--- src/rtl/tetris_pkg.sv ---
// Shared types and constants for the Tetris piece randomiser, plus helpers used by
// the bag's invariant checks.
package tetris_pkg;
   typedef logic [2:0] piece_t;

   localparam int     NUM_PIECES = 7;
   localparam piece_t PIECE_NONE = 3'd7;
   localparam int     BAG_W      = 21;

   function automatic logic [2:0] popcount7(input logic [6:0] flags);
      logic [2:0] n;
      n = '0;
      for (int i = 0; i < NUM_PIECES; i++) begin
         n = n + {2'b00, flags[i]};
      end
      return n;
   endfunction

   // Only slots below cnt are occupied; empty slots read 0 and must not count.
   function automatic logic bag_has_dup(input logic [BAG_W-1:0] bag, input logic [2:0] cnt);
      for (int i = 0; i < NUM_PIECES; i++) begin
         for (int j = i + 1; j < NUM_PIECES; j++) begin
            if ((3'(j) < cnt) && (bag[3*i +: 3] == bag[3*j +: 3])) begin
               return 1'b1;
            end
         end
      end
      return 1'b0;
   endfunction
endpackage

--- src/rtl/piece_bag_if.sv ---
// Candidate-piece input and collected-bag output of the 7-bag accumulator.
interface piece_bag_if;
   import tetris_pkg::*;

   logic             newbag;
   logic             newpiece;
   piece_t           piece;
   logic             done;
   logic [BAG_W-1:0] bag;

   modport master (output newbag, output newpiece, output piece, input done, input bag);
   modport slave  (input newbag, input newpiece, input piece, output done, output bag);
endinterface

--- src/rtl/piece_bag.sv ---
// 7-bag accumulator: records each piece ID 0..6 once, in arrival order, and flags
// when all seven are present. Accepts one candidate per cycle; rejects silently.
module piece_bag
   import tetris_pkg::*;
(
   input  logic      clk,
   input  logic      reset,
   piece_bag_if.slave bus
);

   logic [BAG_W-1:0] bag_q, bag_d;
   logic [6:0]       bagflags, bagflags_d;
   logic [2:0]       count_q, count_d;
   logic             done_q, done_d;
   logic [7:0]       flags_ext;
   logic             accept;

   // Bit 7 is tied high so the invalid ID reads as "already taken".
   assign flags_ext = {1'b1, bagflags};
   assign accept    = bus.newpiece
                   && (bus.piece != PIECE_NONE)
                   && !flags_ext[bus.piece]
                   && (count_q != 3'(NUM_PIECES));

   always_comb begin
      bag_d      = bag_q;
      bagflags_d = bagflags;
      count_d    = count_q;
      if (bus.newbag) begin
         bag_d      = '0;
         bagflags_d = '0;
         count_d    = '0;
      end else if (accept) begin
         for (int k = 0; k < NUM_PIECES; k++) begin
            if (count_q == 3'(k)) begin
               bag_d[3*k +: 3] = bus.piece;
            end
         end
         bagflags_d = bagflags | 7'(8'd1 << bus.piece);
         count_d    = count_q + 3'd1;
      end
      done_d = (bagflags_d == 7'h7F);
   end

   always_ff @(posedge clk or posedge reset) begin
      if (reset) begin
         bag_q    <= '0;
         bagflags <= '0;
         count_q  <= '0;
         done_q   <= 1'b0;
      end else begin
         bag_q    <= bag_d;
         bagflags <= bagflags_d;
         count_q  <= count_d;
         done_q   <= done_d;
      end
   end

   assign bus.done = done_q;
   assign bus.bag  = bag_q;

   a_count_pop : assert property (@(posedge clk) disable iff (reset)
      count_q == popcount7(bagflags));
   a_done_full : assert property (@(posedge clk) disable iff (reset)
      done_q == (&bagflags));
   a_no_dup    : assert property (@(posedge clk) disable iff (reset)
      !bag_has_dup(bag_q, count_q));

endmodule

--- src/flat_wrapper.sv ---
// flat-port wrapper written by rule: the top's interface ports become plain ports
module piece_bag_flat import tetris_pkg::*;
  (clk, reset, bus_newbag, bus_newpiece, bus_piece, bus_done, bus_bag);
  piece_bag_if bus_i ();
  input  logic clk;
  input  logic reset;
  input wire logic [$bits(bus_i.newbag)-1:0] bus_newbag;
  input wire logic [$bits(bus_i.newpiece)-1:0] bus_newpiece;
  input wire logic [$bits(bus_i.piece)-1:0] bus_piece;
  output wire logic [$bits(bus_i.done)-1:0] bus_done;
  output wire logic [$bits(bus_i.bag)-1:0] bus_bag;
  assign bus_i.newbag = bus_newbag;
  assign bus_i.newpiece = bus_newpiece;
  assign bus_i.piece = bus_piece;
  assign bus_done = bus_i.done;
  assign bus_bag = bus_i.bag;
  piece_bag u_core (.clk(clk), .reset(reset), .bus(bus_i));
endmodule
--- config.mk ---
export PLATFORM = sky130hd
export DESIGN_NAME = piece_bag_flat
export DESIGN_NICKNAME = d
export VERILOG_FILES = /design/src/rtl/tetris_pkg.sv /design/src/rtl/piece_bag_if.sv /design/src/rtl/piece_bag.sv /design/src/flat_wrapper.sv
export SDC_FILE = /design/constraint.sdc
export NUM_CORES = 1
export LEC_CHECK = 0
export CELL_PAD_IN_SITES_DETAIL_PLACEMENT = 0
export CELL_PAD_IN_SITES_GLOBAL_PLACEMENT = 1
export CORE_MARGIN = 4
export CORE_UTILIZATION = 30
export CTS_CLUSTER_DIAMETER = 100
export CTS_CLUSTER_SIZE = 20
export DETAILED_ROUTE_END_ITERATION = 8
export GPL_TIMING_DRIVEN = 0
export PLACE_DENSITY_LB_ADDON = 0.12
export SYNTH_ARGS = -nofsm -noshare
export SYNTH_HDL_FRONTEND = slang
export SYNTH_SLANG_ARGS = --single-unit
--- constraint.sdc ---
create_clock -name clk -period 3.4 [get_ports clk]
set_input_delay 0.68 -clock clk [delete_from_list [all_inputs] [get_ports clk]]
set_output_delay 0.68 -clock clk [all_outputs]
set_load 0.05 [all_outputs]
======== After elaboration in Yosys (flattened, before gate mapping) ========
Index checks and enable logic that the tools add are counted.
storage, ports and cells
  register bits ........................... 32
  input bits .............................. 7
  output and inout bits ................... 22
  logic and storage cells ................. 58
cells by class
  add/sub/neg operators ................... 1
  order comparisons ....................... 1
  equality and inequality tests ........... 9
  shift-type cells ........................ 1
  muxes and demuxes ....................... 15
  bitwise operators ....................... 1
  reduce and logical (&&, ||, !) cells .... 20
operators with widths
  operator                                                               count
  21-bit 2-to-1 mux                                                      2
  3-bit 2-to-1 mux                                                       9
  2-bit nonzero test                                                     8
  7-bit 2-to-1 mux                                                       2
  2-bit AND reduction                                                    7
  3-bit == test (second input constant)                                  3
  7-bit == test (second input constant)                                  1
  7-bit bitwise OR                                                       1
  1-bit by 3-bit << shifter with 7-bit output (first input constant)     1
  3-bit by 2-bit == test with 1-bit output (second input constant)       2
  3-bit != test (second input constant)                                  2
  3-bit by 4-bit < comparator with 1-bit output (second input constant)  1
  3-bit by 1-bit adder with 3-bit output (second input constant)         1
  1-bit binary-select mux with 3-bit select                              1
  3-bit by 1-bit == test with 1-bit output (second input constant)       1
  1-bit logical AND                                                      3
  3-bit logical NOT                                                      1
  1-bit logical NOT                                                      1
  1-bit 2-to-1 mux                                                       1

======== Logic depth before layout (Yosys ltp) ========
Gate-level depths: netlist (run 1).
  depth after elaboration ................. 8
  mapped depth ............................ 6
  mapped depth without buffers ............ 6

======== Least setup slack after synthesis (run 1) ========
No wires, ideal clock.
  path type ............................... input -> register
  start point ............................. input bus_piece[1]
  end point ............................... register u_core.bag_q[15] (netlist: u_core.bus.bag[15])
  setup time .............................. 0.129 ns
  arrival ................................. 2.026 ns
  data required time ...................... 3.271 ns
  slack ................................... 1.245 ns
  stages .................................. 5
  buffers on the path ..................... 1
  cells stage by stage .................... mux2_4 > a211o_1 > or4_1 > buf_2 > mux2i_1
on the way
  cells in the longest elaborated chain, start to end .. 7
  elaborated cells on any way between the ends .. 9
  those cells by class .................... 1 x eq/ne; 2 x mux; 6 x reduce/logical
RTL lines
  element                                    line               source
  start, declared                            flat_wrapper.sv:9  input wire logic [$bits(bus_i.piece)-1:0] bus_piece;
  1-bit binary-select mux with 3-bit select  piece_bag.sv:22    && !flags_ext[bus.piece]
  1-bit 2-to-1 mux (implied by the code)     piece_bag.sv:22
  1-bit logical NOT                          piece_bag.sv:22
  1-bit logical AND (*)                      piece_bag.sv:22
  1-bit logical AND (*)                      piece_bag.sv:23    && (count_q != 3'(NUM_PIECES));
  2-bit nonzero test (no source line) (*)    -
  2-bit AND reduction (no source line) (*)   -
  end signal, assigned                       piece_bag.sv:52    bag_q <= bag_d;
  end, declared                              piece_bag.sv:11    logic [BAG_W-1:0] bag_q, bag_d;
Mark *: on every way between the ends. The rest lies on a longest branch, timed or not. The select of a mux whose other input is x is not followed.
A chain may end at the register's enable or synchronous reset.

======== Final worst setup path (run 1) ========
  start point ............................. input bus_piece[1]
  end point ............................... register u_core.bag_q[9] (netlist: u_core.bus.bag[9])
Same word-level chain as after synthesis.

==> flow_summary_export.csv, run 1 <==
group,metric,value,unit
die,row_count,26,
die,ios,29,
pwr,p_int,695,uW
timing,finalClockSkew,0.00289,ns
die,start_util,31.5,%
cells_and_area,final_cell_count_no_fill,265,
critical_path,slowest_delay,0.69,ns
clock_network,post_cts_buffers,0,
critical_path,reg2reg_depth,6,
cells_and_area,ff_latch_area,801,sq um
clock_network,cts.sinks,32,
synthesis,synthCells,159,
timing,finalCritPeriodShare,79.4,%
cells_and_area,layout.nets,207,
critical_path,r2r_start,"u_core.count_q[0]",
cells_and_area,multi_input_area,771,sq um
synthesis,syn_area_per_cell,10.3,sq um
synthesis,synthArstFlopShare,100,%
clock_network,cts_tree,"yes",
synthesis,syn_nets,172,
critical_path,slowest_stage,"a211oi_1",
critical_path,crit_path_end_kind,"flop",
grt,grt_pass1_wl,6.65,mm
synthesis,synth_edf_count,0,
timing,min_period,2.70,ns
critical_path,cp-start-kind,"input pin",
grt,grt_usage,13.2,%
pwr,vdd_ir_drop_max,163,uV
placed_design,dp_hpwl,2.88,mm
critical_path,path_cells,"clkdlybuf4s50_1 -> mux2_4 -> a211oi_1 -> nand4_1 -> mux2i_1",
cells_and_area,layout-drive-gt1-share,7.69,%
pwr,leakage,0.00101,uW
pwr,total_power,927,uW
pwr,swShare,25.1,%
grt,first_global_vias,1312,
timing,slew_headroom,46.6,%
critical_path,required,3.55,ns
critical_path,critical_path_buf_inv_count,1,
critical_path,crit_arrival,2.85,ns
route,antenna_left,0,
clock_network,clkTransAtPathRegs,0.07,ns
die,die-area,6710,sq um
die,die_height,81.9,um
route,wl,3.93,mm
timing,setup_tns,0,ns
die,die_x,81.9,um
critical_path,crit_fanout,7,
synthesis,ys_seq_area_share,48.9,%
cells_and_area,layout_common_cells,"dfrtp_1, clkdlybuf4s50_1, nand2_1, mux2i_1, a21oi_1",
route,vias_per_cell,4.86,
grt,antenna_found_initial,0,
timing,rsz0062_at_grt,"no",
synthesis,ys.flop_type,"dfrtp_1",
synthesis,yosysWarnings,0,
cells_and_area,area_growth,30.2,%
grt,grt_overflow,0,
placed_design,place_area,2010,sq um
cells_and_area,n_antenna_cell,0,
clock_network,cts_resized,0,
grt,grt_max_degree,33,
route,drtIter0Drc,40,
critical_path,critPathKind,"input pin to flop",
timing,worst_pin_slew,0.797,ns
worst_hold_path,hold_start,"u_core.bus.bag[13]",
die,coreArea,5200,sq um
clock_network,htree_levels,2,
pwr,p_per_area,435,nW/um^2
pwr,pwr-share-comb,13.3,%
clock_network,clock_latency,0.28,ns
cells_and_area,final_util,41.0,%
critical_path,reg2reg_to,"u_core.bus.done",
route,drc,0,
timing,hold_viol,0,
cells_and_area,nFillCells,529,
route,dr.pass1.iters,4,
timing,setup-violations-final,0,
cells_and_area,final_cell_area,2130,sq um
worst_hold_path,whs_path_depth,2,
worst_hold_path,min_path_type,"flop to flop",
placed_design,dp_cells,257,
pwr,clkPwrFrac,43.2,%
clock_network,cts_made_buffers,5,
outcome,status,"finished, final reports clean",
pwr,pwr-share-seq,43.5,%
route,wl_per_cell,14.8,um
synthesis,syn-cell-area,1640,sq um
synthesis,synth_seq_cells,32,
placed_design,finalWeightedCongestion,0.793,
placed_design,numPortBuffers,28,
job,drv_cap,0,
worst_hold_path,hold-path-endpoint,"u_core.bus.bag[13]",
route,vias,1289,
clock_network,ctsHoldBuffers,0,
critical_path,r2r_setup_slack,1.05,ns
critical_path,cp_top_family,"compound AO/OA/AOI/OAI gates",
synthesis,synth_cell_types,35,
pwr,p_sw,232,uW
timing,max_freq,370,MHz
clock_network,clock-root-buffer,"clkbuf_8",
clock_network,cts_buffer_depth,2,
timing,slew_viol_final,0,
cells_and_area,final_common_cell,"dfrtp_1",
## cells in the mapped netlist (2+ instances only)
cell type,count,area [sq um]
o21ai_0,2,10.0
dfrtp_1,32,801
o21a_1,2,15.0
clkbuf_1,4,15.0
and3b_1,2,17.5
nand2_1,27,101
nor2b_1,5,31.3
a211oi_1,2,15.0
nor2_1,7,26.3
ha_1,6,75.1
inv_1,6,22.5
a21oi_1,8,40.0
nand4_1,7,43.8
buf_2,3,15.0
nor3_1,2,10.0
o31ai_1,2,15.0
a22o_1,2,17.5
mux2i_1,21,210
nor3b_1,2,15.0
or4_1,2,15.0
## flip-flops by register name, summed over array words and instances, names as in the netlist
register	count
u_core.bagflags	7
u_core.count_q	3
u_core.bus.done	1
u_core.bus.bag	21
## how the worst max path moves through the flow
stage	startpoint	depth (start not counted)	slack [ns]	to
global placement	bus_piece[1]	5	0.42	u_core.bus.bag[6]
global route	bus_piece[1]	5	0.52	u_core.bus.bag[9]
floorplan	bus_piece[1]	5	1.25	u_core.bus.bag[15]
detailed placement	bus_piece[1]	5	0.38	u_core.bus.bag[9]
CTS	bus_piece[1]	5	0.68	u_core.bus.bag[9]
finish	bus_piece[1]	5	0.70	u_core.bus.bag[9]
## cells by family (layout without fill, tap and decap cells)
logic type,Yosys count,count (layout),synth area share (%)
AOI/OAI and AO/OA,23,23,9.24
DFF,32,32,48.9
and+or+nand+nor,61,61,19.5
adders and majority gates,6,6,4.58
muxes,22,22,13.7
buffers and inverters,15,51,4.12
## per-stage QoR
| step | setup WS [ns] | hold WS [ns] |
|---|---|---|
| CTS | 0.681 | 0.541 |
| global placement | 0.424 | 0.510 |
| floorplan | 1.25 | 0.475 |
| finish | 0.700 | 0.532 |
| global route | 0.524 | 0.545 |
| detailed placement | 0.380 | 0.519 |
## worst register-to-register path, cell delays in order (launching register included)
cell,delay (ns)
dfrtp_1,0.42
ha_1,0.23
ha_1,0.21
nor3b_1,0.57
nand4_1,0.20
a2111o_1,0.45
nor3b_1,0.18
## power by group through the flow
stage / combinational, uW / clock (uW) / sequential (uW)
2_1_floorplan: 62.3 / 0 / 430
3_3_place_gp: 122 / 0 / 410
3_5_place_dp: 125 / 0 / 410
4_1_cts: 125 / 412 / 403
5_1_grt: 137 / 435 / 405
6_report: 124 / 401 / 403
## routing by layer
layer | vias to the layer above | GRT usage (%) | wire length, um | part of all wire [%]
li1 | 629 | - | - | -
met1 | 631 | 18.0 | 1950 | 49
met3 | 6 | 3.62 | 132 | 3.4
met2 | 23 | 20.4 | 1800 | 46
met4 | 0 | 3.99 | 55 | 1.4
met5 | - | 0 | 0 | 0
## final cells by class
type	instances	share of cell area (%)
tap	70	4.11
buffer	8	1.94
multi-input combinational	112	36.1
sequential	32	37.5
timing repair buffer	28	13.1
clock inverter	1	1.41
clock buffer	7	4.52
inverter	7	1.23
No activity file was read; power rests on OpenSTA's default activity.
==> run 2, diff against run 1 <==
clock period = 2.5 ns   (was 3.4 ns; I/O delays follow)
==> run 2 against run 1 <==
Effect of this change: final cell count unchanged; first-iteration DRC count grew 5.0%; worst setup slack worse by 0.56 ns; critical path type unchanged; critical endpoint is now u_core.bus.bag[18].
==> flow_summary_export.csv, run 2 (synthesized netlist as in run 1, its figures left out) <==
group,metric,value,unit
cells_and_area,layout_common_cells,"dfrtp_1, nand2_1, clkdlybuf4s50_1, mux2i_1, a21oi_1",
placed_design,finalWeightedCongestion,0.793,
clock_network,cts.sinks,32,
critical_path,required,2.65,ns
clock_network,cts_made_buffers,5,
grt,grt_usage,13.3,%
critical_path,path_cells,"clkdlybuf4s50_1 -> buf_2 -> and3_1 -> a211o_2 -> or4_1 -> buf_2 -> mux2i_1",
clock_network,cts_tree,"yes",
clock_network,cts_buffer_depth,2,
critical_path,slowest_stage,"or4_1",
clock_network,clock-root-buffer,"clkbuf_8",
outcome,status,"finished, final reports clean",
cells_and_area,ff_latch_area,801,sq um
die,die_height,81.9,um
clock_network,clock_latency,0.28,ns
timing,worst_pin_slew,0.688,ns
critical_path,cp_top_family,"buffers and inverters",
cells_and_area,final_util,41.3,%
route,vias,1284,
cells_and_area,n_antenna_cell,0,
timing,finalClockSkew,0.00262,ns
critical_path,slowest_delay,0.53,ns
critical_path,critical_path_buf_inv_count,3,
pwr,leakage,0.00102,uW
route,drc,0,
cells_and_area,nFillCells,527,
pwr,p_per_area,588,nW/um^2
critical_path,critPathKind,"input pin to flop",
cells_and_area,multi_input_area,782,sq um
clock_network,htree_levels,2,
critical_path,crit_top_cell,"buf_2",
die,die-area,6710,sq um
route,wl_per_cell,14.9,um
pwr,vdd_ir_drop_max,222,uV
critical_path,cp-start-kind,"input pin",
timing,fin_hold_ws,0.532,ns
critical_path,crit_arrival,2.51,ns
route,dr.pass1.iters,4,
timing,hold_viol,0,
route,vias_per_cell,4.85,
grt,grt_pass1_wl,6.71,mm
grt,antenna_found_initial,0,
placed_design,numPortBuffers,28,
timing,finalCritPeriodShare,94.3,%
critical_path,crit_fanout,10,
grt,grt_overflow,0,
timing,slew_viol_final,0,
route,wl,3.96,mm
timing,setup_tns,0,ns
job,drv_cap,0,
timing,rsz0062_at_grt,"no",
critical_path,crit_path_end_kind,"flop",
grt,grt_max_degree,33,
timing,slew_headroom,54.1,%
cells_and_area,layout-drive-gt1-share,9.23,%
route,antenna_left,0,
die,ios,29,
cells_and_area,largest_reg_flops,21,
clock_network,clkTransAtPathRegs,0.07,ns
die,start_util,31.5,%
die,row_count,26,
grt,first_global_vias,1326,
cells_and_area,final_common_cell,"dfrtp_1",
timing,setup-violations-final,0,
die,coreArea,5200,sq um
route,drtIter0Drc,42,
die,die_x,81.9,um
timing,max_freq,424,MHz
placed_design,dp_hpwl,2.88,mm
timing,min_period,2.36,ns
cells_and_area,area_growth,31.0,%
worst_hold_path,min_path_type,"flop to flop",
cells_and_area,layout.nets,207,
run 2: cell count changes in the layout (fill, tap and decap cells not counted), sizes merged:
cell           change
clkdlybuf4s50      -1
dlymetal6s2s       +1
run 2: timing repair:
item	4_1_cts	5_1_grt
setup endpoints to repair	9	5
setup buffers	0	0
gates resized for setup	1	3
hold endpoints to repair	0	0
hold buffers	0	0
run 2: area by class of cell:
type | count | area share, %
clock inverters | 1 | 1.40
well taps | 70 | 4.08
clock buffers | 7 | 4.49
inverters | 7 | 1.22
plain buffers | 8 | 1.92
flip-flops and latches | 32 | 37.3
multi-input cells | 112 | 36.4
repair buffers | 28 | 13.2
run 2: worst paths after layout:
kind	startpoint	endpoint	slack, ns	depth (start not counted)
setup / recovery	bus_piece[0]	u_core.bus.bag[18]	0.14	7
hold / removal	u_core.bus.bag[13]	u_core.bus.bag[13]	0.53	2
setup reg to reg	u_core.count_q[0]	u_core.bus.bag[18]	0.24	6
hold reg to reg	u_core.bus.bag[13]	u_core.bus.bag[13]	0.53	2
max in group asynchronous	reset	u_core.bus.bag[4]	1.42	2
min in group asynchronous	reset	u_core.bus.bag[16]	0.64	2
run 2: worst register-to-register path, cell delays in order (launching register included):
cell and delay, ns:
dfrtp_1 0.42, ha_1 0.23, ha_1 0.22, nand3b_1 0.33
or4_1 0.62, buf_2 0.18, mux2i_1 0.12
run 2: metrics by stage:
step	area (sq um)	setup slack [ns]	power [uW]	cells
after floorplan	1640	0.498	670	159
after global placement	2010	-0.296	723	257
after detailed placement	2010	-0.340	728	257
after CTS	2140	0.0291	1280	265
after global routing	2150	0.0794	1330	265
final	2150	0.142	1260	265
run 2: power by group:
part           switching (uW)  internal (uW)  leakage (uW)
sequential               14.3            534      0.000442
combinational             109           60.3      0.000510
clock                     193            352     0.0000645
run 2: per-layer routing:
layer,global-route usage (%),part of all wire [%],up-vias
li1,-,-,630
met1,18.1,49,625
met2,20.7,46,23
met3,3.62,3.3,6
met4,3.99,1.4,0
met5,0,0,-
